`src/rtl/hci_router_order_gen.sv`:
```
// hci_router_order_gen: one-slot wide request stage feeding a reorder router, with a credit-limited read response FIFO
module hci_router_order_gen #(
    parameter int NB_IN_CHAN  = 2,
    parameter int NB_OUT_CHAN = 2,
    parameter int RESP_DEPTH  = 2,
    localparam int OW = NB_OUT_CHAN > 1 ? $clog2(NB_OUT_CHAN) : 1
) (
    input  logic                     clk_i,
    input  logic                     rst_i,
    input  logic                     clear_i,
    input  logic                     req_i,
    output logic                     gnt_o,
    input  logic [31:0]              add_i,
    input  logic                     wen_i,
    input  logic [NB_IN_CHAN*4-1:0]  be_i,
    input  logic [NB_IN_CHAN*32-1:0] data_i,
    output logic                     r_valid_o,
    input  logic                     r_ready_i,
    output logic [NB_IN_CHAN*32-1:0] r_data_o,
    output logic                     err_o,
    output logic                     rtr_req_o,
    input  logic                     rtr_gnt_i,
    output logic [NB_IN_CHAN*32-1:0] rtr_add_o,
    output logic                     rtr_wen_o,
    output logic [NB_IN_CHAN*4-1:0]  rtr_be_o,
    output logic [NB_IN_CHAN*32-1:0] rtr_data_o,
    output logic [OW-1:0]            rtr_order_o,
    input  logic                     rtr_r_valid_i,
    input  logic [NB_IN_CHAN*32-1:0] rtr_r_data_i
);
    localparam int PW = $clog2(RESP_DEPTH);
    localparam int CW = $clog2(RESP_DEPTH + 1);
    typedef enum logic {EMPTY, FULL} slot_t;
    slot_t state_q, state_d;
    logic credit_ok, hs, capture, push, pop, inflight_q;
    logic [PW-1:0] wr_q, rd_q;
    logic [CW-1:0] count_q;
    logic [NB_IN_CHAN*32-1:0] mem_q [RESP_DEPTH];
    assign push = rtr_r_valid_i && inflight_q;
    assign pop = r_valid_o && r_ready_i;
    assign r_valid_o = count_q != '0;
    assign r_data_o = mem_q[rd_q];
    // slot handshakes: reads only issue when the FIFO can hold every outstanding response
    always_comb begin
        credit_ok = !rtr_wen_o || (int'(count_q) + int'(inflight_q) < RESP_DEPTH);
        rtr_req_o = state_q == FULL && credit_ok;
        hs = rtr_req_o && rtr_gnt_i;
        gnt_o = state_q == EMPTY || hs;
        capture = req_i && gnt_o;
        state_d = capture ? FULL : hs ? EMPTY : state_q;
    end
    // slot state, in-flight read marker and sticky misalignment flag
    always_ff @(posedge clk_i) begin
        if (rst_i || clear_i) begin
            state_q <= EMPTY;
            inflight_q <= 1'b0;
            err_o <= 1'b0;
        end else begin
            state_q <= state_d;
            inflight_q <= hs && rtr_wen_o;
            if (capture && add_i[1:0] != 2'b00) err_o <= 1'b1;
        end
    end
    // request payload, per-word addresses precomputed so router outputs are pure registers
    always_ff @(posedge clk_i) begin
        if (capture) begin
            rtr_wen_o <= wen_i;
            rtr_be_o <= be_i;
            rtr_data_o <= data_i;
            rtr_order_o <= NB_OUT_CHAN > 1 ? add_i[2 +: OW] : '0;
            for (int i = 0; i < NB_IN_CHAN; i++) rtr_add_o[32*i +: 32] <= add_i + 32'(4 * i);
        end
    end
    // response FIFO; router responses accepted only for an in-flight read
    always_ff @(posedge clk_i) begin
        if (rst_i || clear_i) begin
            wr_q <= '0;
            rd_q <= '0;
            count_q <= '0;
        end else begin
            if (push) begin
                mem_q[wr_q] <= rtr_r_data_i;
                wr_q <= wr_q == PW'(RESP_DEPTH - 1) ? '0 : wr_q + 1'b1;
            end
            if (pop) rd_q <= rd_q == PW'(RESP_DEPTH - 1) ? '0 : rd_q + 1'b1;
            count_q <= count_q + CW'(push) - CW'(pop);
        end
    end
    assert property (@(posedge clk_i) disable iff (rst_i || clear_i)
        !(push && !pop && int'(count_q) == RESP_DEPTH));
endmodule

```
`config.mk`:
```
export PLATFORM = sky130hd
export DESIGN_NAME = hci_router_order_gen
export DESIGN_NICKNAME = d
export VERILOG_FILES = /design/src/rtl/hci_router_order_gen.sv
export SDC_FILE = /design/constraint.sdc
export NUM_CORES = 1
export LEC_CHECK = 0
export ABC_AREA = 0
export CELL_PAD_IN_SITES_DETAIL_PLACEMENT = 1
export CELL_PAD_IN_SITES_GLOBAL_PLACEMENT = 2
export CORE_ASPECT_RATIO = 0.75
export CORE_MARGIN = 1.5
export CORE_UTILIZATION = 32
export CTS_CLUSTER_SIZE = 14
export DETAILED_ROUTE_END_ITERATION = 7
export PLACE_DENSITY = 0.93
export REMOVE_ABC_BUFFERS = 1
export SYNTH_ARGS = -nofsm -noshare
export SYNTH_HDL_FRONTEND = slang
export SYNTH_SLANG_ARGS = --single-unit
```
`constraint.sdc`:
```
create_clock -name clk_i -period 16.4 [get_ports clk_i]
set_input_delay 2.46 -clock clk_i [delete_from_list [all_inputs] [get_ports clk_i]]
set_output_delay 2.46 -clock clk_i [all_outputs]
set_load 0.005 [all_outputs]
```
# --- Yosys cells after proc, flatten, opt, wreduce, memory -nomap -nowiden ---
# Memory sizes are Yosys's and may differ from the RTL's. A register that Yosys moved wholly into a read port is not among the register bits.
# Cells that the tools add are included.
classes:
  add_sub_neg: 6
  order_cmp: 1
  n_mux: 9
  n_bitwise: 1
  n_reduce_logical: 14
ops:
  columns: ["op", "count"]
  rows:
  - ["32-bit by 3-bit adder with 32-bit output, second input constant", 1]
  - ["1-bit two-way mux", 9]
  - ["1-bit logical AND", 7]
  - ["2-bit nonzero test", 3]
  - ["2-bit by 1-bit adder with 3-bit output", 1]
  - ["1-bit logical OR", 3]
  - ["3-bit by 2-bit < comparator with 1-bit output, second input constant", 1]
  - ["1-bit adder, second input constant", 2]
  - ["2-bit by 1-bit adder with 2-bit output", 1]
  - ["2-bit by 1-bit subtractor with 2-bit output", 1]
  - ["1-bit logical NOT", 1]
  - ["1-bit inverter", 1]
totals:
  regBits: 145
  ram_bits: 128
  inputBits: 176
  out_inout_bits: 206
  mem_count: 1
memory_table:
  columns: ["name", "depth", "word_bits", "rd", "rd_clocked_by_memory_dff", "write_ports", "line", "rtl"]
  rows:
  - ["mem_q", 2, 64, 1, 1, 1, "38", "logic [NB_IN_CHAN*32-1:0] mem_q [RESP_DEPTH];"]

# --- Depth between registers and ports, before layout ---
# Gate-level depths: netlist of the first run.
depth:
  ltp_word: 8
  mapped_depth: 8

# --- Least setup slack after synthesis of the first run ---
# OpenSTA, ideal clock, no wires.
synth_timing:
  path_kind: "in2reg"
  start: "input clear_i"
  end: "memory mem_q[0][0] in the netlist's numbering (enable)"
  arrival_time_ns: 7.242
  t_required_ns: 15.835
  setup_slack_ns: 8.593
  stages: 3
  path_buffers: 1
  path_cell_list: "or2_2 > clkbuf_1 > nor3_1"
synth_via:
  elab_chain_len: 3
synth_lines:
  columns: ["item", "line", "rtl"]
  rows:
  - ["start, declared", "10", "input logic clear_i,"]
  - ["1-bit logical OR", "76", "if (rst_i || clear_i) begin"]
  - ["1-bit two-way mux", "76", null]
  - ["1-bit two-way mux (implied by the code)", "82", "mem_q[wr_q] <= rtr_r_data_i;"]
  - ["end, declared", "38", null]
# Every way passes these cells.

# --- Worst setup path in the final report of the first run ---
layout_timing:
  start: "input rtr_gnt_i"
  end: "output gnt_o"
layout_via:
  elab_chain_len: 2
layout_lines:
  columns: ["item", "line", "rtl"]
  rows:
  - ["start, declared", "22", "input logic rtr_gnt_i,"]
  - ["1-bit logical AND", "47", "hs = rtr_req_o && rtr_gnt_i;"]
  - ["1-bit logical OR", "48", "gnt_o = state_q == EMPTY || hs;"]
  - ["end, declared", "12", "output logic gnt_o,"]
# Every way passes these cells.

==> reports/summary.md, run 1 <==
- **part of the Yosys area used for sequential elements** 0.837
- **Post-Route Skew** 8.27 ps
- **worst path cell trace** clkdlybuf4s50_1 -> a21bo_2 -> nand2_1 -> clkdlybuf4s50_1
- **count of pins on the block boundary** 382
- **worst skew pair latency** 540 ps
- **floorplan die area** 0.0311 sq mm
- **setup slack after layout** 10120 ps
- **multi-input combinational cell area** 0.00149 sq mm
- **total count of max-transition violations in the final report** 0
- **sort of element at the start of the critical path** input port
- **setup repair after global routing missed its margin** false
- **worst voltage drop across the vdd grid** 0.0771 mV
- **cell-internal power** 0.00121 W
- **share of final-layout standard cells stronger than drive strength 1** 0.134
- **setup slack at placement** 10110 ps
- **largest delay contributor family on the critical path** buffers and inverters
- **number of violations of the max-capacitance limit** 0
- **Max-slew headroom** 0.272
- **Starting Density** 0.328
- **fraction of the cycle the final worst path needs** 0.383
- **Switching Share** 0.199
- **Setup Buffers After CTS** 0
- **die boundary width** 203 um
- **DRC errors left** 0
- **worst slew pin tran** 1090 ps
- **CTS tree** built
- **class of the worst hold path** flip-flop to flip-flop
- **via count of the first global-routing pass** 6291
- **gp weighted congestion** 0.797
- **Final Routed Wirelength** 27.5 mm
- **H-tree depth** 1
- **cell area after technology mapping** 0.00963 sq mm
- **Detail Placement HPWL** 20.2 mm
- **min cycle time layout** 6280 ps
- **proportion of power drawn by combinational gates** 0.075
- **initial antenna violation count** 3
- **capture point of the critical path** gnt_o
- **post-synthesis area per instance** 21.1 sq um
- **PwrDens** 102 mW/mm^2
- **P&R area growth vs syn** 53.4%
- **CTS Buf Count** 28
- **EDFF count, synth** 263
- **Avg WL per Cell** 21.6 um
- **synthesized instance count** 457
- **Critical Path AT** 3820 ps
- **flip-flop and latch area** 0.00806 sq mm
- **reg2reg path depth** 5
- **final setup violation count** 0
- **share of total power in sequential cells** 0.525
- **site row count** 54
- **setup slack, reg-to-reg** 13500 ps
- **slowest cell delay on critical path** 520 ps
- **number of buffer cells added on primary ports** 381
- **floorplan core area** 0.0293 sq mm
- **number of buffer and inverter instances along the worst setup path** 2
- **aggregate global-route resource usage** 0.173
- **outcome** finished clean
- **sinks on the clock net** 271
- **detailed-router iteration count before antenna repair** 4
- **required time worst endpoint** 13940 ps
- **crit path from** rtr_gnt_i
- **final hold violations** 0
- **share of total power in the clock network** 0.400
- **critical register-to-register path endpoint** rtr_data_o[11]
- **number of synthesized register bits** 271
- **Clock Root Buffer** clkbuf_16
- **count of warnings emitted by yosys** 0
- **Via-to-Cell Ratio** 4.53
- **power after layout** 0.00151 W
- **first-pass GRT wire length** 40.0 mm
- **CTS Hold Bufs** 0
- **Max Fclk** 159 MHz
- **maximum number of pins on one net before global-route repair** 82
- **Final ANT Viol Nets** 0
- **post-cts gate resize count** 0
- **number of cells on the critical path** 4
- **CP max FO** 3
- **dominant synthesized flop cell** edfxtp_1
- **count of cell types in the netlist** 30
- **Reg clk slew, reported paths** 60 ps
- **TNS Setup** 0 ps
- **chip height** 153 um
- **CP endpoint kind** output port
- **Max clock buf depth** 3
- **iteration-0 DRC count of the detailed router** 260
- **slowest cell on the critical path** clkdlybuf4s50_1
- **worst reg2reg path startpoint** count_q[1]
- **worst hold slack after final layout** 467 ps
- **Crit Path Category** input port to output port
- **reported leakage power** 5.00 nW
- **NetSw** 0.000300 W
- **global route total overflow** 0
- **total via count in the routed design** 5757
- **most frequent cell on the critical path** clkdlybuf4s50_1
- **fillers** 2791
- **post-synthesis async set-or-reset flop share** 0
- **final-stage net count** 1039
- **hold path start** err_o
placed cells by master (no fill, tap or decap), types with 5 or more instances in the layout:
cell               n
clkbuf_16         29
nor2_1             9
clkbuf_1           6
nand2_1            9
clkinv_2           6
clkdlybuf4s50_1  381
xor2_1             6
mux2_2            64
dfxtp_1            7
inv_1              5
and3_1             7
xnor2_1           26
nand3_1           15
clkinv_1           5
edfxtp_1         263
nand4_1            8
kinds of logic after synthesis:
group / Yosys count / share of synthesized area
simple gates: 63 / 0.0415
flops: 271 / 0.837
fa+ha+maj: 3 / 0.00390
xor+xnor: 32 / 0.0291
mux: 64 / 0.0749
compound gates: 7 / 0.00494
buf+inv: 17 / 0.00858
worst min-delay path by stage:
stage,end,slack [ps],cells past startpoint
after global routing,err_o,500,1
after CTS,err_o,470,1
after global placement,err_o,450,1
final,err_o,470,1
after floorplan,err_o,460,1
after detailed placement,err_o,460,1
cell type report:
| cell class | count | share of cell area |
|---|---|---|
| inverters | 5 | 0.00127 |
| multi-input cells | 169 | 0.101 |
| diodes | 1 | 0.000169 |
| clock buffers | 35 | 0.0507 |
| clock inverters | 13 | 0.00737 |
| flip-flops and latches | 271 | 0.546 |
| well taps | 392 | 0.0332 |
| repair buffers | 385 | 0.260 |
through the flow:
| stage | std cells | utilization | cell area, sq um |
|---|---|---|---|
| floorplan | 445 | - | 9560 |
| global placement | 1222 | 0.474 | 13900 |
| detailed placement | 1222 | 0.474 | 13900 |
| CTS | 1270 | 0.503 | 14800 |
| global route | 1270 | 0.503 | 14800 |
| finish | 1271 | 0.504 | 14800 |
sequential cells by signal, summed over array words and instances, names as in the netlist, 2 cells and up, named ones only:
register and flops:
rtr_be_o 8, rtr_add_o 62, count_q 2, rtr_data_o 64, mem_q 128
per-layer routing:
layer / part of all wire / wire length (um) / up-vias / track usage
li1: - / - / 2589 / -
met1: 0.36 / 10000 / 2853 / 0.189
met2: 0.49 / 13500 / 268 / 0.296
met3: 0.12 / 3210 / 45 / 0.0855
met4: 0.027 / 754 / 2 / 0.0476
met5: 0.00040 / 11 / - / 0
worst register-to-register path, stage by stage (launching register included):
cell     delay (ps)
dfxtp_1         340
a21o_1          180
a21bo_2         230
nand2_1          90
and2_4          600
buf_4           970
cell usage after synthesis (5+ instances only):
cell type  instances  area (sq um)
nand2_1            9          33.8
nor2_1             9          33.8
xnor2_1           26           228
mux2_2            64           721
edfxtp_1         263          7900
buf_2              6          30.0
dfxtp_1            8           160
nand4_1            8          50.1
and3_1             8          50.1
xor2_1             6          52.6
nand3_1           15          75.1
inv_1              5          18.8
power by group through the flow:
| stage | combinational (W) | clock (W) | sequential [W] |
|---|---|---|---|
| 2_1_floorplan | 0.0000123 | 0 | 0.000809 |
| 3_3_place_gp | 0.000110 | 0 | 0.000804 |
| 5_1_grt | 0.000119 | 0.000643 | 0.000793 |
| 6_report | 0.000113 | 0.000603 | 0.000791 |
| 3_5_place_dp | 0.000113 | 0 | 0.000806 |
| 4_1_cts | 0.000114 | 0.000623 | 0.000791 |
(Power assumes the default switching activity.)
==> inputs of run 2 (changes only) <==
--- a/config.mk
+++ b/config.mk
@@ -10,10 +10,10 @@
 export CELL_PAD_IN_SITES_GLOBAL_PLACEMENT = 2
 export CORE_ASPECT_RATIO = 0.75
 export CORE_MARGIN = 1.5
-export CORE_UTILIZATION = 32
+export CORE_UTILIZATION = 30
 export CTS_CLUSTER_SIZE = 14
 export DETAILED_ROUTE_END_ITERATION = 7
-export PLACE_DENSITY = 0.93
+export PLACE_DENSITY = 0.89
 export REMOVE_ABC_BUFFERS = 1
 export SYNTH_ARGS = -nofsm -noshare
 export SYNTH_HDL_FRONTEND = slang
==> constraint.sdc (replaced) <==
create_clock -name clk_i -period 6.5 [get_ports clk_i]
set_input_delay 0.975 -clock clk_i [delete_from_list [all_inputs] [get_ports clk_i]]
set_output_delay 0.975 -clock clk_i [all_outputs]
set_load 0.005 [all_outputs]
==> run 2 against run 1 <==
Via count barely moved. Sequential cell count did not move. Wire length rose by 0.67%. Clock power rose to 2.5 times the previous value. Critical path depth fell by 1. Critical endpoint is now r_data_o[36]. Register-to-register slack got worse by 9200 ps. Count of clock-buffer cells in the layout fell by 1. Highest routed layer unchanged.
==> reports/summary.md, run 2 (synthesis results as in run 1) <==
- **outcome** finished clean
- **Post-Route Skew** 11.7 ps
- **CP endpoint kind** output port
- **total count of max-transition violations in the final report** 0
- **floorplan die area** 0.0332 sq mm
- **Reg clk slew, reported paths** 60 ps
- **PwrDens** 257 mW/mm^2
- **Via-to-Cell Ratio** 4.46
- **highest routed metal layer** met5
- **max FFs per register** 128
- **share of final-layout standard cells stronger than drive strength 1** 0.137
- **DRC errors left** 0
- **worst voltage drop across the vdd grid** 0.163 mV
- **CTS tree** built
- **Biggest register** mem_q
- **Setup Buffers After CTS** 0
- **Antenna Cells** 0
- **biggest regs** mem_q (128), rtr_data_o (64), rtr_add_o (62)
- **final setup violation count** 0
- **total length of routed met2 wires** 13.5 mm
- **reported leakage power** 5.01 nW
- **global route total overflow** 0
- **Clock Root Buffer** clkbuf_16
- **final hold violations** 0
- **site row count** 56
- **min cycle time layout** 3470 ps
- **setup repair after global routing missed its margin** false
- **length of routed met3 wiring** 3.26 mm
- **worst hold slack after final layout** 517 ps
- **initial antenna violation count** 4
- **worst skew pair latency** 550 ps
- **Starting Density** 0.307
- **Final ANT Viol Nets** 0
- **Avg WL per Cell** 21.5 um
- **P&R area growth vs syn** 53.9%
- **CTS Hold Bufs** 0
- **TNS Setup** 0 ps
- **chip height** 158 um
- **Crit Path Category** flip-flop to output port
- **iteration-0 DRC count of the detailed router** 230
- **CP max FO** 64
- **power after layout** 0.00381 W
- **Max Fclk** 288 MHz
- **final-stage net count** 1040
- **required time worst endpoint** 5520 ps
- **post-cts gate resize count** 0
- **maximum number of pins on one net before global-route repair** 136
- **Detail Placement HPWL** 20.1 mm
- **worst slew pin tran** 918 ps
- **Critical Path AT** 2500 ps
- **Final Routed Wirelength** 27.7 mm
- **detailed-router iteration count before antenna repair** 4
- **number of buffer cells added on primary ports** 381
- **gp weighted congestion** 0.838
- **die boundary width** 210 um
- **final core area utilization** 0.472
- **class of the worst hold path** flip-flop to flip-flop
- **aggregate global-route resource usage** 0.163
- **count of pins on the block boundary** 382
- **H-tree depth** 1
- **floorplan core area** 0.0314 sq mm
- **sinks on the clock net** 271
- **via count of the first global-routing pass** 6276
- **total via count in the routed design** 5752
- **Max clock buf depth** 3
- **CTS Buf Count** 29
- **fraction of the cycle the final worst path needs** 0.534
- **wl on met1** 10.3 mm
- **most common cell after layout, fill and taps aside** clkdlybuf4s50_1
- **Max-slew headroom** 0.388
- **most frequent cells in the layout** clkdlybuf4s50_1 (381), edfxtp_1 (263), mux2_2 (64)
- **sort of element at the start of the critical path** flip-flop
- **first-pass GRT wire length** 40.2 mm
- **number of violations of the max-capacitance limit** 0
-- run 2: changes by cell type in the layout (fill, tap and decap cells not counted) --
cell | before | now
buf_12 | 0 | 1
buf_4 | 4 | 3
bufinv_16 | 2 | 1
clkbuf_1 | 6 | 5
clkinv_1 | 5 | 8
clkinv_2 | 6 | 4
clkinv_4 | 0 | 1
clkinvlp_4 | 0 | 2
diode_2 | 1 | 0
inv_6 | 0 | 3
-- run 2: worst paths after layout --
path | startpoint | endpoint | slack [ps] | depth (start not counted)
max | flip-flop | r_data_o[36] | 3030 | 3
min | rd_q | rd_q | 520 | 2
max reg2reg | inflight_q | mem_q[1][58] | 4340 | 4
min reg2reg | rd_q | rd_q | 520 | 2
-- run 2: critical path: stages, from the launching register on --
cell             delay, ps
dfxtp_2                310
buf_4                  640
mux2_2                 450
clkdlybuf4s50_1        480
-- run 2: layer usage --
| metal | vias to the layer above | track usage |
|---|---|---|
| met1 | 2840 | 0.179 |
| met2 | 259 | 0.283 |
| met4 | 6 | 0.0343 |
| li1 | 2603 | - |
| met3 | 44 | 0.0853 |
| met5 | - | 0 |
-- run 2: power by group --
part | leakage [nW] | internal (W) | switching (W)
Combinational | 2.06 | 0.000183 | 0.000102
Sequential | 2.53 | 0.00198 | 0.0000165
Clock | 0.424 | 0.000859 | 0.000673
-- run 2: layout make-up --
cell class,count,area (sq um)
tap,406,508
clock inverter,19,130
fill,3035,16600
inverter,5,18.8
timing repair buffer,385,3860
clock buffer,34,744
sequential,271,8060
multi-input combinational,169,1490
-- run 2: stage by stage --
stage                     instance area (sq um)  setup slack, ps  cells
final                                     14800             3030   1289
after global placement                    13900             3170   1236
after CTS                                 14800             2960   1289
after floorplan                            9560              263    445
after global routing                      14800             2900   1289
after detailed placement                  13900             3100   1236
==> edit (settings of run 2) <==
Put one more register stage on the output `err_o`. The value now appears one clock later. The other outputs are not delayed to match.
--- a/src/rtl/hci_router_order_gen.sv
+++ b/src/rtl/hci_router_order_gen.sv
@@ -31,6 +31,8 @@
     localparam int PW = $clog2(RESP_DEPTH);
     localparam int CW = $clog2(RESP_DEPTH + 1);
     typedef enum logic {EMPTY, FULL} slot_t;
+
+    logic err_s0;
     slot_t state_q, state_d;
     logic credit_ok, hs, capture, push, pop, inflight_q;
     logic [PW-1:0] wr_q, rd_q;
@@ -54,11 +56,11 @@
         if (rst_i || clear_i) begin
             state_q <= EMPTY;
             inflight_q <= 1'b0;
-            err_o <= 1'b0;
+            err_s0 <= 1'b0;
         end else begin
             state_q <= state_d;
             inflight_q <= hs && rtr_wen_o;
-            if (capture && add_i[1:0] != 2'b00) err_o <= 1'b1;
+            if (capture && add_i[1:0] != 2'b00) err_s0 <= 1'b1;
         end
     end
     // request payload, per-word addresses precomputed so router outputs are pure registers
@@ -88,5 +90,9 @@
     end
     assert property (@(posedge clk_i) disable iff (rst_i || clear_i)
         !(push && !pop && int'(count_q) == RESP_DEPTH));
+    always_ff @(posedge clk_i) begin
+        err_o <= err_s0;
+    end
+
 endmodule
 
Formal check against the unedited RTL: not equivalent (Yosys sat finds a counterexample within 4 cycles, from zero or initial values).
==> edit against run 2 <==
Area after synthesis increased by 0.21%. Routed wire length increased by 0.89%. Worst setup slack got worse by 240 ps. Sequential cell count increased by 1. Global-route usage increased by 0.12 points. Critical endpoint is now r_data_o[5]. Clock power about the same. Design area about the same. Combinational power about the same. Power about the same. Highest routed layer unchanged.
==> edit: results <==
[synthesis]
synthTopCellsByCount = "263 x edfxtp_1, 64 x mux2_2, 26 x xnor2_1"
synth_cell_type_count = 30
synthArstFlopShare_pct = 0
synth-compound-area-share_pct = 0.493
synth_edf_count = 263
ys.warnings.count = 0
ys_top_cells_by_area = "edfxtp_1 82%, mux2_2 7.5%, xnor2_1 2.4%"
synth_fa_ha_area_share_pct = 0.389
synth_xor_area_share_pct = 2.91
seq_area_frac_synth_pct = 83.7
synth_mux_area_share_pct = 7.47

[clocking]
clk_latency_ps = 560
cts-htree-levels = 1
cts_buffers = 28
cts_setup_buffers = 0
path_clk_slew_ps = 60
clockBufferDepth = 3
ctsResizeCount = 0
cts_root_buf = "clkbuf_16"

[worst_hold_path]
min_delay_path_depth = 0
hold_path.class = "register to register"
min-delay-start = "err_s0"
whs_endpoint = "err_o"

[route]
firstDrtPassIters = 4
drt_iter0_drc = 241
wl_mm = 27.9
route.vias.total = 5788

[global_route]
grt_usage_pct = 16.4
grt_max_degree = 65
antenna_found_initial = 6
grt_pass1_vias = 6371
grt_pass1_wl_mm = 40.6

[finish]
fin_nets = 1041
largest_reg_flops = 128
diodes = 0
top_regs = "mem_q (128), rtr_data_o (64), rtr_add_o (62)"
drive_above_1_share_pct = 13.8

[placement]
place_congestion = 0.815
dp_hpwl_mm = 20.4
io_buffers = 381
pre_cts_ws_ps = 3010

[timing]
tightest_slew_ps = 916
clock_skew_ps = 21.8
holdWs_ps = 380
finalSetupViolations = 0

[worst_setup_path]
cp_max_fo = 46
crit-reg2reg-capture = "rtr_add_o[40]"
r2r-start = "count_q[1]"
arrival_ps = 2730
r2r_slack_ps = 4020
reg2regPathDepth = 5

[power]
cellLeakagePower_nw = 5.02
ir_drop_mv = 0.178

[run_status]
status = "finished clean"
## edit: power by group
part	internal [W]	switching [W]	leakage, nW
clock network	0.000871	0.000657	0.430
registers	0.00198	0.0000167	2.54
logic	0.000183	0.000103	2.06
total	0.00304	0.000776	5.02
## edit: cells by family after synthesis
group                      Yosys count
DFF                                272
muxes                               64
and+or+nand+nor                     63
xor gates and xnor gates            32
buffers and inverters               17
AOI/OAI and AO/OA                    7
adders and majority gates            3
## edit: critical path, stage by stage (launching register included)
cell             delay [ps]
dfxtp_2                 620
buf_4                   610
mux2_2                  420
clkdlybuf4s50_1         480
## edit: worst max path at each step
stage                         endpoint     start  depth (start not counted)  slack, ps
final                      r_data_o[5]  register                          3       2790
after global routing       r_data_o[5]  register                          3       2620
after CTS                  r_data_o[5]  register                          3       2700
after detailed placement  mem_q[1][41]   clear_i                          4       3010
after global placement    mem_q[1][41]   clear_i                          4       3130
after floorplan            mem_q[0][0]   clear_i                          2        260
## edit: routing by layer
metal  GRT usage (%)  vias up  wire length (um)
met3            8.72       55              3290
met1            17.7     2858             10100
met4            5.34       10               864
met5               0        -                69
li1                -     2599                 -
met2            27.9      266             13600
## edit: area by class of cell
cell class	count	area (um^2)
Clock buffer	35	727
Clock inverter	16	140
Fill cell	3027	16600
Inverter	5	18.8
Multi-Input combinational cell	169	1490
Sequential cell	272	8080
Tap cell	406	508
Timing Repair Buffer	386	3850
## edit: metrics by stage
| step | cells | instance area, um^2 |
|---|---|---|
| floorplan | 446 | 9580 |
| global placement | 1238 | 14000 |
| detailed placement | 1238 | 14000 |
| CTS | 1289 | 14800 |
| global route | 1289 | 14800 |
| finish | 1289 | 14800 |
